## src/rtl/spi_master_core_pkg.sv

```systemverilog
// Shared types for the SPI master core: FSM state encoding and counter width.
package spi_master_core_pkg;

    // Frame sequencer states; encodings 6 and 7 are illegal and recover to IDLE.
    typedef enum logic [2:0] {
        ST_IDLE = 3'd0,
        ST_SYNC = 3'd1,
        ST_PRE  = 3'd2,
        ST_TXRX = 3'd3,
        ST_POST = 3'd4,
        ST_DONE = 3'd5
    } state_t;

    // Bit counter width; wide enough for the largest supported word (255 bits).
    localparam int BIT_CNT_W = 8;

endpackage

```

## src/rtl/spi_sclk_gen.sv

```systemverilog
// Free-running SCLK divider: internal SCLK level plus one-cycle rise/fall strobes.
module spi_sclk_gen #(
    parameter int SCLK_DIV = 8
) (
    input  logic c,
    input  logic rst,
    output logic sclk_int,
    output logic rise,
    output logic fall
);

    localparam int CW = (SCLK_DIV > 1) ? $clog2(SCLK_DIV) : 1;

    logic [CW-1:0] cnt;
    logic          match;

    assign match = (cnt == CW'(SCLK_DIV - 1));

    // Half-period counter, wraps after SCLK_DIV cycles.
    // NOTE: sequential state is always written with <= so every register samples pre-edge values.
    always_ff @(posedge c or posedge rst) begin
        if (rst)        cnt <= '0;
        else if (match) cnt <= '0;
        else            cnt <= cnt + CW'(1);
    end

    // Internal SCLK level toggles at the end of every half period.
    always_ff @(posedge c or posedge rst) begin
        if (rst)        sclk_int <= 1'b0;
        else if (match) sclk_int <= ~sclk_int;
    end

    // Strobes mark the cycle in which sclk_int is about to change.
    assign rise = match & ~sclk_int;
    assign fall = match &  sclk_int;

endmodule

```

## src/rtl/spi_master_core.sv

```systemverilog
// Single-channel SPI master: MSB-first shift out on mosi, shift in from miso,
// received word on rxd and a sticky done flag.
module spi_master_core
    import spi_master_core_pkg::*;
#(
    parameter int SCLK_DIV             = 8,
    parameter int W                    = 8,
    parameter int CPOL                 = 1,
    parameter int CPHA                 = 1,
    parameter int SAMPLE_OPPOSITE_EDGE = 0
) (
    input  logic         c,
    input  logic         rst,
    input  logic         start,
    output logic         done,
    input  logic [W-1:0] txd,
    output logic [W-1:0] rxd,
    input  logic         hold_cs,
    output logic         sclk,
    output logic         mosi,
    input  logic         miso,
    output logic         cs
);

    localparam logic IDLE_LVL = (CPOL != 0);

    logic                 sclk_int, rise, fall;
    logic                 tx_edge, inactive_edge, rx_edge;
    state_t               state_q, state_d;
    logic [BIT_CNT_W-1:0] bit_cnt;
    logic [W-1:0]         tx_shreg, rx_shreg;
    logic                 last_bit, exit_txrx, active;

    spi_sclk_gen #(.SCLK_DIV(SCLK_DIV)) u_sclk_gen (
        .c        (c),
        .rst      (rst),
        .sclk_int (sclk_int),
        .rise     (rise),
        .fall     (fall)
    );

    // Modes (1,1) and (0,0) share one internal edge map: data launches on the
    // fall strobe, the opposite strobe is the rise; CPOL only sets the idle level.
    if (CPOL != 0 && CPHA != 0) begin : g_mode11
        assign tx_edge       = fall;
        assign inactive_edge = rise;
    end else begin : g_mode00
        assign tx_edge       = fall;
        assign inactive_edge = rise;
    end

    assign rx_edge   = (SAMPLE_OPPOSITE_EDGE != 0) ? tx_edge : inactive_edge;
    assign last_bit  = (bit_cnt == BIT_CNT_W'(W));
    assign exit_txrx = (state_q == ST_TXRX) && tx_edge && last_bit;

    // State register.
    always_ff @(posedge c or posedge rst) begin
        if (rst) state_q <= ST_IDLE;
        else     state_q <= state_d;
    end

    // Next-state logic.
    // NOTE: state_d gets a default before the case so no path leaves it unassigned (no latch).
    always_comb begin
        state_d = state_q;
        case (state_q)
            ST_IDLE: if (start)         state_d = ST_SYNC;
            ST_SYNC: if (inactive_edge) state_d = ST_PRE;
            ST_PRE:  if (tx_edge)       state_d = ST_TXRX;
            ST_TXRX: if (exit_txrx)     state_d = ST_POST;
            ST_POST: if (tx_edge)       state_d = ST_DONE;
            ST_DONE:                    state_d = ST_IDLE;
            default:                    state_d = ST_IDLE;
        endcase
    end

    // Bit counter: cleared before the word, counts sample-side edges during it.
    always_ff @(posedge c or posedge rst) begin
        if (rst)                                         bit_cnt <= '0;
        else if (state_q == ST_PRE)                      bit_cnt <= '0;
        else if (state_q == ST_TXRX && inactive_edge)    bit_cnt <= bit_cnt + BIT_CNT_W'(1);
    end

    // Transmit shifter: tracks txd while idle, shifts left on each launch edge.
    always_ff @(posedge c or posedge rst) begin
        if (rst)                                   tx_shreg <= '0;
        else if (state_q == ST_IDLE)               tx_shreg <= txd;
        else if (state_q == ST_TXRX && tx_edge)    tx_shreg <= {tx_shreg[W-2:0], 1'b0};
    end

    // Receive shifter: cleared while idle, shifts miso in on each sample edge.
    always_ff @(posedge c or posedge rst) begin
        if (rst)                                   rx_shreg <= '0;
        else if (state_q == ST_IDLE)               rx_shreg <= '0;
        else if (state_q == ST_TXRX && rx_edge)    rx_shreg <= {rx_shreg[W-2:0], miso};
    end

    // Received word is captured once per frame and held until the next one.
    always_ff @(posedge c or posedge rst) begin
        if (rst)                     rxd <= '0;
        else if (state_q == ST_DONE) rxd <= rx_shreg;
    end

    // Sticky completion flag; a new start clears it and wins over the set.
    always_ff @(posedge c or posedge rst) begin
        if (rst)                     done <= 1'b0;
        else if (start)              done <= 1'b0;
        else if (state_q == ST_DONE) done <= 1'b1;
    end

    assign active = (state_q != ST_IDLE) | start;
    assign cs     = ~(hold_cs | active);
    assign sclk   = ((state_q == ST_TXRX) && !exit_txrx) ? sclk_int : IDLE_LVL;
    assign mosi   = ~cs & tx_shreg[W-1];

endmodule

```

## config.mk

```make
export PLATFORM = sky130hd
export DESIGN_NAME = spi_master_core
export DESIGN_NICKNAME = d
export VERILOG_FILES = /design/src/rtl/spi_master_core_pkg.sv /design/src/rtl/spi_sclk_gen.sv /design/src/rtl/spi_master_core.sv
export SDC_FILE = /design/constraint.sdc
export NUM_CORES = 1
export LEC_CHECK = 0
export ABC_AREA = 0
export CORE_MARGIN = 2
export CORE_UTILIZATION = 40
export CTS_BUF_LIST = sky130_fd_sc_hd__clkbuf_4
export DETAILED_ROUTE_END_ITERATION = 7
export PLACE_DENSITY = 0.68
export SYNTH_ARGS = -nofsm -noshare
export SYNTH_HDL_FRONTEND = slang
export SYNTH_SLANG_ARGS = --single-unit
```

## constraint.sdc

```tcl
create_clock -name c -period 2.4 [get_ports c]
set_input_delay 0.48 -clock c [delete_from_list [all_inputs] [get_ports c]]
set_output_delay 0.48 -clock c [all_outputs]
set_load 0.01 [all_outputs]
```

==> flow_summary.ini, run 1 <==
[timing]
hold_slack_ps = 434
slew_violations = 0
tns_ps = 0
slew_headroom_pct = 64.8
rsz0062_at_grt = false
worst_pin_slew_ps = 527
finalCriticalPeriod_ps = 2330
clock_skew_ps = 9.83
fmax_mhz = 428
hold_viol_final = 0
fin_crit_sh_pct = 97.3
setup_viol = 0

[grt]
grt_usage_pct = 14.9
grt_pass1_wl_um = 6400
gr-total-overflow = 0
grt_pass1_vias = 1356
grt_max_degree = 41
antenna_found_initial = 0

[yosys]
seq_area_frac_synth_pct = 49.7
synth_top_area_share_pct = 49.7
syn_area_per_cell_um2 = 11.3
ys_ff_latch = 40
synth_cell_types = 40
ys_warn_count = 0
yosysTopAreaCell = dfrtp_1
ys.flop_type = dfrtp_1
syn_inst = 178
syn_nets = 195
synth-edff-count = 0
ys_async_sr_fraction_pct = 100
synth_area_leaders = dfrtp_1 (50%), mux2_4 (10%), mux2_2 (3.9%)
syn-cell-area_mm2 = 0.00202

[drt]
routed_wl_um = 3740
viasPerCell = 5.20
drt_pre_antenna_iters = 4
drt_iter0_drc = 73
final_antenna_net_count = 0
wl_per_cell_um = 13.6
vias = 1426
drc = 0

[cts]
worstSkewPairLatency_ps = 350
cts.path.max_buffers = 2
clock-root-buffer = clkbuf_4
cts_tree = yes
clk_pin_slew_ps = 120
htreeDepth = 2
numCtsBuffers = 5
clock_sinks = 40

[pwr]
ir_drop_uv = 283
p_leak_nw = 1.14
p_per_area_mw_per_mm2 = 475

[min_path]
hp-class = reg -> reg
hold_path_depth = 1

[finish]
mostFrequentLayoutCell = dfrtp_1
fillerInstances = 432
n_antenna_cell = 0
final_cell_mix = dfrtp_1 (39), clkdlybuf4s50_1 (22), nand3_1 (14), a21oi_1 (14), mux2_4 (14)
nNetsFinal = 223
final_core_util_pct = 50.8
multiInputGateArea_um2 = 933
seq_area_mm2 = 0.00100
drive_above_1_share_pct = 22.2
syn_to_final_growth_pct = 20.6

[setup_path]
crit_required_ps = 1920
crit_path_max_fanout = 4
endpoint_kind = primary output
reg2regPathDepth = 5
cp.arrival_ps = 1850
startpoint_type = flop
worstSetupPathType = reg -> out

[floorplan]
die_x_um = 75.0
core_mm2 = 0.00479
dieHeight_um = 75.0
initial_core_util_pct = 42.1
ios = 25
dieArea_mm2 = 0.00562
rows = 25

[flow_run]
drv_cap = 0

[placed_design]
io_buffers = 24
hpwl_um = 2540
gp_congestion = 0.835

[run_status]
status = complete, no violations
[area by class of cell]
| class | count | area share (%) |
|---|---|---|
| Multi-Input combinational cell | 120 | 38.4 |
| Sequential cell | 40 | 41.2 |
| Clock inverter | 3 | 1.75 |
| Timing Repair Buffer | 32 | 12.6 |
| Inverter | 7 | 1.08 |
| Tap cell | 67 | 3.45 |
| Clock buffer | 5 | 1.54 |
[registers in the layout, indices dropped and copies added (netlist names)]
signal               flops
bit_cnt                  8
done                     1
rx_shreg                 8
rxd                      8
state_q                  3
tx_shreg                 8
u_sclk_gen.cnt           3
u_sclk_gen.sclk_int      1
[synth_stat cells (2+ instances only)]
cell	number
a21oi_1	14
buf_2	3
buf_6	2
clkbuf_1	6
dfrtp_1	40
ha_1	4
inv_1	6
mux2_2	7
mux2_4	14
mux2i_1	4
nand2_1	6
nand2b_1	3
nand3_1	14
nand4_1	5
nor2_1	4
nor2b_1	4
nor3_1	3
o21ai_0	12
o31ai_1	2
or3_1	2
or3b_2	2
or4_1	2
xor2_1	2
[what timing repair did]
action | 4_1_cts | 5_1_grt
cloned | 0 | 0
gates resized for setup | 2 | 3
hold buffers | 0 | 0
buffers inserted | 1 | 0
setup endpoints to repair | 3 | 2
[worst paths after layout]
path                                             start                          end  slack (ps)
max in group asynchronous                          rst       state_q[1]$_DFFE_PP0P_        1510
hold reg to reg            u_sclk_gen.cnt[0]$_DFF_PP0_  u_sclk_gen.cnt[0]$_DFF_PP0_         430
hold / removal             u_sclk_gen.cnt[0]$_DFF_PP0_  u_sclk_gen.cnt[0]$_DFF_PP0_         430
min in group asynchronous                          rst           rxd[6]$_DFFE_PP0P_         530
setup / recovery                state_q[2]$_DFFE_PP0P_                         sclk          70
setup reg to reg                bit_cnt[0]$_DFFE_PP0P_       state_q[2]$_DFFE_PP0P_         620
[per-stage QoR]
step | instances | setup WS, ps | total power, W | area [um2]
after CTS | 274 | 31.3 | 0.00118 | 2420
after global routing | 274 | 0.129 | 0.00121 | 2430
final | 274 | 65.4 | 0.00115 | 2430
after floorplan | 178 | 461 | 0.000701 | 2020
after global placement | 265 | 187 | 0.000727 | 2330
after detailed placement | 265 | 177 | 0.000727 | 2330
[critical path, cell delays in order, from the launching register on]
cell,delay [ps]
dfrtp_1,420
or2b_1,270
or3_1,330
clkdlybuf4s50_1,490
[per-layer routing]
metal / vias to the layer above / track usage [%] / part of all wire, %
met5: - / 0 / 0
met4: 0 / 4.17 / 1.1
met3: 6 / 4.42 / 5.6
met2: 34 / 23.6 / 46
met1: 685 / 20.0 / 48
li1: 701 / - / -
[report_power, final]
part | switching, W | total, W | internal (W)
Clock | 0.000223 | 0.000441 | 0.000218
Combinational | 0.0000165 | 0.0000362 | 0.0000196
Sequential | 0.00000144 | 0.000677 | 0.000675
[kinds of logic after synthesis]
| group | synth area share [%] |
|---|---|
| xor gates and xnor gates | 0.869 |
| adders and majority gates | 2.48 |
| muxes | 16.9 |
| AOI/OAI and AO/OA | 9.37 |
| DFF | 49.7 |
| and+or+nand+nor | 16.4 |
| buffers and inverters | 4.28 |
Note: power is estimated with default switching activity, not from simulation.
==> run 2: changes to the inputs <==
--- a/config.mk
+++ b/config.mk
@@ -5,12 +5,13 @@
 export SDC_FILE = /design/constraint.sdc
 export NUM_CORES = 1
 export LEC_CHECK = 0
-export ABC_AREA = 0
+export ABC_AREA = 1
 export CORE_MARGIN = 2
-export CORE_UTILIZATION = 40
+export CORE_UTILIZATION = 55
 export CTS_BUF_LIST = sky130_fd_sc_hd__clkbuf_4
 export DETAILED_ROUTE_END_ITERATION = 7
-export PLACE_DENSITY = 0.68
+export PLACE_DENSITY = 0.86
+export SLEW_MARGIN = 15
 export SYNTH_ARGS = -nofsm -noshare
 export SYNTH_HDL_FRONTEND = slang
 export SYNTH_SLANG_ARGS = --single-unit
==> flow_summary.ini, run 2 <==
[drt]
wl_per_cell_um = 12.7
vias = 1647
drt_pre_antenna_iters = 4
drt_iter0_drc = 135
drc = 0
viasPerCell = 5.23
final_antenna_net_count = 0
routed_wl_um = 3990

[finish]
instances_no_fill = 315
fillerInstances = 251
seq_area_mm2 = 0.00100
drive_above_1_share_pct = 10.8
multiInputGateArea_um2 = 795
syn_to_final_growth_pct = 20.7
mostFrequentLayoutCell = nand2_1
final_cell_mix = nand2_1 (54), dfrtp_1 (37), inv_1 (32), o21ai_0 (29), nand3_1 (24)
n_antenna_cell = 0
nNetsFinal = 286

[yosys]
ys.flop_type = dfrtp_1
synth_top_area_share_pct = 50.7
yosysMostFrequentCell = nand2_1
syn-cell-area_mm2 = 0.00197
syn_nets = 253
yosysTopAreaCell = dfrtp_1
synth_cell_types = 23
seq_area_frac_synth_pct = 50.7
ys_async_sr_fraction_pct = 100
ys_ff_latch = 40
synth_area_leaders = dfrtp_1 (51%), nand2_1 (10%), o21ai_0 (7.4%)
synth_commonest_cells = nand2_1 (54), dfrtp_1 (40), inv_1 (32), o21ai_0 (29), nand3_1 (24)
synth-edff-count = 0
ys_warn_count = 0
syn_area_per_cell_um2 = 8.36
syn_inst = 236

[placed_design]
preCtsSetupSlack_ps = 96.1
gp_congestion = 0.863
placedCellCount = 302
hpwl_um = 2640
io_buffers = 24

[cts]
worstSkewPairLatency_ps = 350
htreeDepth = 2
clock_sinks = 40
cts.path.max_buffers = 2
numCtsBuffers = 5
cts_hold_buffers = 0
clk_pin_slew_ps = 110
clock-root-buffer = clkbuf_4
cts_tree = yes

[setup_path]
endpoint = mosi
regToRegEndpoint = state_q[1]$_DFFE_PP0P_
r2r_start = u_sclk_gen.cnt[0]$_DFF_PP0_
crit_required_ps = 1920
crit_path_max_fanout = 6
cp.arrival_ps = 1850
worstSetupPathType = reg -> out
endpoint_kind = primary output
crit_path_start = state_q[1]$_DFFE_PP0P_
reg2reg_slack_ps = 660
reg2regPathDepth = 10
startpoint_type = flop

[pwr]
ir_drop_uv = 689
p_per_area_mw_per_mm2 = 920
p_leak_nw = 1.18
p_total_w = 0.00219

[timing]
fin_ws_ps = 72.2
worst_pin_slew_ps = 570
fin_crit_sh_pct = 97.0
slew_headroom_pct = 61.9
fmax_mhz = 430
setup_viol = 0
finalCriticalPeriod_ps = 2330
slew_violations = 0
hold_viol_final = 0
clock_skew_ps = 6.97

[floorplan]
ios = 25
core_mm2 = 0.00339
initial_core_util_pct = 58.2
dieHeight_um = 63.9
die_x_um = 63.9
rows = 21
dieArea_mm2 = 0.00408

[flow_run]
drv_cap = 0

[run_status]
status = complete, no violations

[min_path]
hp-class = reg -> reg

[grt]
grt_max_degree = 41
grt_pass1_wl_um = 6560
gr-total-overflow = 0
antenna_found_initial = 0
grt_pass1_vias = 1501
grt_usage_pct = 20.6
[run 2: cell types whose count changed in the layout (fill, tap and decap cells not counted), moves of 4 or more]
cell	before	now
mux2_4	14	0
nor2_1	4	16
nand3_1	14	24
inv_1	6	32
o21ai_0	12	29
nor2b_1	4	0
mux2_2	7	0
a21oi_1	14	9
nand2_1	6	54
mux2i_1	4	0
[run 2: repair_timing]
item	in CTS	in global routing
resized for setup	3	2
pin swaps	0	1
buffers inserted	0	6
setup endpoints to repair	2	2
[run 2: final cells by class]
class / instances / area share, %
Sequential cell: 40 / 42.2
Timing Repair Buffer: 32 / 12.6
Multi-Input combinational cell: 156 / 33.4
Tap cell: 46 / 2.42
Clock inverter: 2 / 2.52
Clock buffer: 5 / 1.58
Inverter: 34 / 5.36
[run 2: worst min path at each step]
stage,startpoint,end,slack (ps),cells past startpoint
after floorplan,u_sclk_gen.cnt[0]$_DFF_PP0_,u_sclk_gen.cnt[0]$_DFF_PP0_,400,1
after global placement,u_sclk_gen.cnt[0]$_DFF_PP0_,u_sclk_gen.cnt[0]$_DFF_PP0_,410,1
after detailed placement,u_sclk_gen.cnt[0]$_DFF_PP0_,u_sclk_gen.cnt[0]$_DFF_PP0_,440,1
after CTS,u_sclk_gen.cnt[0]$_DFF_PP0_,u_sclk_gen.cnt[0]$_DFF_PP0_,460,1
after global routing,u_sclk_gen.cnt[0]$_DFF_PP0_,u_sclk_gen.cnt[0]$_DFF_PP0_,500,1
final,u_sclk_gen.cnt[0]$_DFF_PP0_,u_sclk_gen.cnt[0]$_DFF_PP0_,460,1
[run 2: routing by layer]
| layer | wire [um] | up-vias | GRT usage, % |
|---|---|---|---|
| li1 | - | 823 | - |
| met1 | 1780 | 772 | 27.0 |
| met2 | 1970 | 40 | 33.5 |
| met3 | 163 | 12 | 3.70 |
| met4 | 73 | 0 | 8.97 |
| met5 | 0 | - | 0 |
[run 2: critical path, stage by stage, from the launching register on]
cell and delay [ps]:
dfrtp_2 480, nor2_4 170, nand3b_1 140, o21ai_0 180, inv_1 60, clkdlybuf4s50_1 470
[run 2: kinds of logic (layout without fill, tap and decap cells)]
group                    Yosys count  after routing  share of synthesized area, %
buffers and inverters             40             73                          9.13
flip-flops                        40             40                          50.7
adder cells (fa/ha/maj)            4              4                          2.54
AO/OA/AOI/OAI                     41             41                          11.1
AND/OR/NAND/NOR                  109            109                          25.6
XOR/XNOR                           2              2                         0.888
[run 2: where the power goes]
part / switching, W / internal, W
Clock: 0.000220 / 0.000319
Sequential: 0.0000696 / 0.000781
Combinational: 0.000501 / 0.000300
Total: 0.000791 / 0.00140
[run 2: per-stage QoR]
| stage | utilization (%) | TNS [ps] | cell area (um2) | hold slack (ps) |
|---|---|---|---|---|
| 3_3_place_gp | 65.9 | 0 | 2230 | 413 |
| 2_1_floorplan | - | 0 | 1970 | 403 |
| 4_1_cts | 68.8 | 0 | 2330 | 460 |
| 5_1_grt | 70.2 | -2.66 | 2380 | 495 |
| 3_5_place_dp | 65.9 | 0 | 2230 | 445 |
| 6_report | 70.2 | 0 | 2380 | 463 |
